`src/rtl/sign_gen_pkg.sv`:
```
// Shared class codes, LFSR constants and output-state type for the
// class-directed signed sample generator.
package sign_gen_pkg;

  // Class codes are {positive_flag, negative_flag}.
  localparam logic [1:0] CLS_ZERO = 2'b00;
  localparam logic [1:0] CLS_NEG  = 2'b01;
  localparam logic [1:0] CLS_POS  = 2'b10;
  localparam logic [1:0] CLS_ILL  = 2'b11;

  localparam logic [15:0] LFSR_TAPS    = 16'hB400;
  localparam logic [15:0] DEFAULT_SEED = 16'hACE1;

  typedef enum logic {
    EMPTY = 1'b0,
    FULL  = 1'b1
  } out_state_t;

endpackage

```
`src/rtl/sign_value_gen_lfsr16.sv`:
```
// 16-bit Galois LFSR magnitude source; advances one step when step is high.
module lfsr16
  import sign_gen_pkg::*;
#(
  parameter logic [15:0] SEED = DEFAULT_SEED
) (
  input  logic        clk,
  input  logic        rst,
  input  logic        step,
  output logic [15:0] value
);

  // An all-zero state would lock the LFSR, so a zero seed becomes 1.
  localparam logic [15:0] RESET_VALUE = (SEED == 16'h0000) ? 16'h0001 : SEED;

  always_ff @(posedge clk or posedge rst) begin
    if (rst) begin
      value <= RESET_VALUE;
    end else if (step) begin
      value <= (value >> 1) ^ (value[0] ? LFSR_TAPS : 16'h0000);
    end
  end

endmodule

```
`src/rtl/sign_value_gen.sv`:
```
// Emits a WIDTH-bit two's-complement sample of the requested sign class
// through a one-entry registered output with per-class saturating counters.
module sign_value_gen
  import sign_gen_pkg::*;
#(
  parameter int          WIDTH = 16,
  parameter logic [15:0] SEED  = DEFAULT_SEED,
  parameter int          CNT_W = 16
) (
  input  logic             clk,
  input  logic             rst,
  input  logic             req_valid,
  output logic             req_ready,
  input  logic             req_pos,
  input  logic             req_neg,
  output logic             out_valid,
  input  logic             out_ready,
  output logic [WIDTH-1:0] out_data,
  output logic             err_illegal,
  output logic [CNT_W-1:0] pos_count,
  output logic [CNT_W-1:0] neg_count,
  output logic [CNT_W-1:0] zero_count
);

  // Handshake: a transfer happens on a rising edge where valid && ready.
  // req_ready depends only on the output register state and out_ready.

  out_state_t       state, state_next;
  logic [15:0]      lfsr_value;
  logic [1:0]       cls;
  logic             accept, legal_acc, load, lfsr_step;
  logic [WIDTH-2:0] mag;
  logic [WIDTH-1:0] sample;
  logic             unused_bits;

  assign cls       = {req_pos, req_neg};
  assign req_ready = (state == EMPTY) || out_ready;
  assign accept    = req_valid && req_ready;
  assign legal_acc = accept && (cls != CLS_ILL);
  assign lfsr_step = accept && ((cls == CLS_POS) || (cls == CLS_NEG));
  assign out_valid = (state == FULL);

  assign mag         = lfsr_value[WIDTH-2:0];
  assign unused_bits = ^lfsr_value[15:WIDTH-1];

  lfsr16 #(.SEED(SEED)) u_lfsr (
    .clk   (clk),
    .rst   (rst),
    .step  (lfsr_step),
    .value (lfsr_value)
  );

  always_comb begin
    sample = '0;
    case (cls)
      // A zero magnitude is not positive, so it is nudged to 1.
      CLS_POS: sample = (mag == '0) ? WIDTH'(1) : {1'b0, mag};
      CLS_NEG: sample = {1'b1, mag};
      default: sample = '0;
    endcase
  end

  always_comb begin
    state_next = state;
    load       = 1'b0;
    case (state)
      EMPTY: begin
        if (legal_acc) begin
          state_next = FULL;
          load       = 1'b1;
        end
      end
      FULL: begin
        if (legal_acc) begin
          load = 1'b1;
        end else if (out_ready) begin
          state_next = EMPTY;
        end
      end
      default: state_next = EMPTY;
    endcase
  end

  always_ff @(posedge clk or posedge rst) begin
    if (rst) begin
      state       <= EMPTY;
      out_data    <= '0;
      err_illegal <= 1'b0;
    end else begin
      state <= state_next;
      if (load) begin
        out_data <= sample;
      end
      if (accept && (cls == CLS_ILL)) begin
        err_illegal <= 1'b1;
      end
    end
  end

  always_ff @(posedge clk or posedge rst) begin
    if (rst) begin
      pos_count  <= '0;
      neg_count  <= '0;
      zero_count <= '0;
    end else if (legal_acc) begin
      if (cls == CLS_POS && pos_count != '1) pos_count <= pos_count + CNT_W'(1);
      if (cls == CLS_NEG && neg_count != '1) neg_count <= neg_count + CNT_W'(1);
      if (cls == CLS_ZERO && zero_count != '1) zero_count <= zero_count + CNT_W'(1);
    end
  end

endmodule

```
`config.mk`:
```
export PLATFORM = sky130hd
export DESIGN_NAME = sign_value_gen
export DESIGN_NICKNAME = d
export VERILOG_FILES = /design/src/rtl/sign_gen_pkg.sv /design/src/rtl/sign_value_gen_lfsr16.sv /design/src/rtl/sign_value_gen.sv
export SDC_FILE = /design/constraint.sdc
export NUM_CORES = 1
export LEC_CHECK = 0
export ABC_AREA = 1
export CORE_ASPECT_RATIO = 0.5
export CORE_MARGIN = 1.5
export CORE_UTILIZATION = 25
export DETAILED_ROUTE_END_ITERATION = 6
export GPL_TIMING_DRIVEN = 0
export SETUP_SLACK_MARGIN = 0.05
export SKIP_CTS_REPAIR_TIMING = 1
export SLEW_MARGIN = 20
export SYNTH_ARGS = -nofsm -noshare
export SYNTH_HDL_FRONTEND = slang
export SYNTH_SLANG_ARGS = --single-unit
```
`constraint.sdc`:
```
create_clock -name clk -period 5.8 [get_ports clk]
set_clock_uncertainty 0.15 [all_clocks]
set_input_delay 1.16 -clock clk [delete_from_list [all_inputs] [get_ports clk]]
set_output_delay 1.16 -clock clk [all_outputs]
set_load 0.01 [all_outputs]
```
==> metrics.md <==
| Metric | Value |
|---|---|
| Run status | finished clean |
| Clk Latency, worst-skew pair | 0.34 ns |
| Largest family of logic cells by synthesized area | simple AND/OR/NAND/NOR gates |
| Post-synthesis area per instance | 7.46 µm² |
| Post-synthesis mux area share | 0.244% |
| Ranking of synthesized cells by area | dfrtp_1, nand2_1, nor2_1 |
| Max clock buf depth | 2 |
| DRT Wirelength | 11100 µm |
| Die width | 195 µm |
| Fmax | 277 MHz |
| Startpoint types | primary input |
| Main synth FF type | dfrtp_1 |
| Critical Path Sink Type | primary output |
| Period minus WS final | 3.62 ns |
| Pins over their slew limit | 0 |
| Final-stage net count | 717 |
| Initial antenna violation count | 0 |
| Post-synthesis xor/xnor area fraction | 4.17% |
| Compound-Gate Fraction of Synth Area | 7.40% |
| Period utilization | 62.3% |
| Max stage delay cell, worst path | clkdlybuf4s50_1 |
| Post-synth EDFFs | 0 |
| Worst-Margin Slew | 0.548 ns |
| First-pass GRT wire length | 18700 µm |
| Area growth, synth to finish | 29.6% |
| Seq cells post-synth | 82 |
| Worst VDD drop | 0.141 mV |
| Leak | 0.00260 µW |
| CP Class | primary input to primary output |
| Total core area | 0.0177 mm² |
| Syn Nets | 633 |
| Rows | 34 |
| Crit-path max FO | 5 |
| Setup_tns | 0 ns |
| Most common cell after layout, fill and taps aside | nand2_1 |
| Hold Violations, Final | 0 |
| Starting density of the core | 26.0% |
| Syn Std Cell Area | 0.00462 mm² |
| Register area share after synthesis | 44.7% |
| Final ANT Viol Nets | 0 |
| CP peak stage delay | 0.54 ns |
| CTS tree | built |
| IO buf count | 72 |
| Post-detailed-route wirelength per cell | 11.8 µm |
| Register-to-Register Path Depth | 9 |
| RSZ-0062 raised after global routing | no |
| Slew HR | 63.5% |
| Cell Pwr Density | 294 mW/mm² |
| Clock-pin transition on the worst setup and hold timing paths | 0.06 ns |
| Async S/R FF share, synth | 100% |
| DP Wirelength | 8340 µm |
| Remaining Overflow, GRT | 0 |
| Drc violations | 0 |
| Crit-path cells | clkdlybuf4s50_1 > inv_2 > nand2_4 > clkdlybuf4s50_1 |
| H-tree levels | 3 |
| Clock Tree Root | clkbuf_16 |
| CTS buffer count | 9 |
| N_diodes | 0 |
| Placed cell area | 0.00566 mm² |
| Post-synthesis cell count | 619 |
| GR Util All Layers | 11.9% |
| Share of cells above drive strength 1 | 7.77% |
| Number of global-route vias before repair | 3844 |
| Largest net degree at the start of global routing | 48 |
| Fin Hold WS | 0.332 ns |
| Synth area leader | dfrtp_1 |
| CTS Sinks | 82 |
| Simple-gate area share of the yosys netlist | 35.2% |
| Worst Path Arrival | 2.31 ns |
| Crit. path cell count | 4 |
| First-pass detailed-route iteration total | 4 |
| Full die area | 0.0193 mm² |
| Total Power | 1760 µW |
| Adder-Cell Fraction of Synth Area | 2.17% |
| Die height | 99.1 µm |
| Critical Path RT | 4.49 ns |
| Routability cong. | 0.824 |
| Post-synthesis cell type count | 29 |
| I/O pin total | 73 |
| Initial drt markers | 146 |
| Max Cap Viol | 0 |
| CP delay by family, top | buffers and inverters |
| Post-synth top area share | 40.1% |
| Yosys warning count | 0 |
| Post-Layout Inst Area | 0.00598 mm² |
| Final setup vio count | 0 |
| Top cell by count, worst path | clkdlybuf4s50_1 |
| Hold Path Stages | 2 |
| Worst hold-check path type | register to register |
| Routed vias/inst | 4.36 |
| Most frequent cells in the layout | nand2_1, dfrtp_1, clkdlybuf4s50_1, nor2_1, inv_1 |
| Vias | 4105 |
| Buf/Inv on CP | 3 |
-- final timing paths --
check | startpoint | to | slack [ns]
min | out_data[8] | out_data[8] | 0.33
max in group asynchronous | rst | u_lfsr.value[5] | 3.79
min reg2reg | out_data[8] | out_data[8] | 0.33
max | out_ready | req_ready | 2.18
min in group asynchronous | rst | pos_count[9] | 1.05
max reg2reg | zero_count[0] | zero_count[6] | 3.87
-- sequential cells by signal, summed over array words and instances (netlist names) --
register	cells
zero_count	16
pos_count	16
out_valid	1
err_illegal	1
out_data	16
u_lfsr.value	16
neg_count	16
-- synthesized netlist by cell type, drive strengths merged (6+ instances only) --
| master | instances |
|---|---|
| buf | 9 |
| clkbuf | 6 |
| dfrtp | 74 |
| dfstp | 8 |
| ha | 8 |
| inv | 50 |
| nand2 | 276 |
| nand3 | 25 |
| nand4 | 16 |
| nor2 | 67 |
| o211ai | 13 |
| o21ai | 41 |
| xnor2 | 16 |
| xor2 | 6 |
-- per-stage QoR --
| stage | setup WS [ns] | util (%) | cells |
|---|---|---|---|
| final | 2.18 | 33.7 | 942 |
| after global routing | 2.15 | 33.7 | 942 |
| after CTS | 2.18 | 33.7 | 942 |
| after detailed placement | 2.18 | 31.9 | 926 |
| after global placement | 0.903 | 31.7 | 925 |
| after floorplan | 2.39 | - | 619 |
-- metal layers --
layer	global-route usage, %	part of all wire, %	wire length, µm	up-vias
met4	3.04	0.46	51	0
met2	20.5	50	5520	57
li1	-	-	-	2116
met5	0	0	0	-
met3	2.95	2.9	320	2
met1	15.1	47	5220	1930
-- cells by family (layout without fill, tap and decap cells) --
logic type / Yosys count / count (layout)
flip-flops: 82 / 82
XOR/XNOR: 22 / 22
buffers and inverters: 65 / 154
AO/OA/AOI/OAI: 56 / 56
adder cells (fa/ha/maj): 8 / 8
AND/OR/NAND/NOR: 385 / 385
multiplexers: 1 / 1
-- worst register-to-register path: stages, from the launching register on --
cell	delay, ns
dfrtp_1	0.46
ha_1	0.32
inv_2	0.07
nor2_4	0.14
nand3_2	0.14
nor2_1	0.20
nor2_4	0.08
buf_6	0.15
nand2_1	0.06
nand2_1	0.05
-- report_power, final --
group | internal (µW) | switching, µW | total, µW
combinational | 168 | 189 | 356
sequential | 678 | 96.7 | 775
clock | 402 | 226 | 627
total | 1250 | 511 | 1760
-- final cells by class --
type | instances | area [µm²]
Fill cell | 1791 | 11800
Multi-Input combinational cell | 472 | 2270
Sequential cell | 82 | 2060
Timing Repair Buffer | 73 | 748
Tap cell | 234 | 293
Clock buffer | 14 | 264
Inverter | 50 | 190
Buffer | 15 | 96.3
Clock inverter | 2 | 60.1
(Power assumes the default switching activity.)
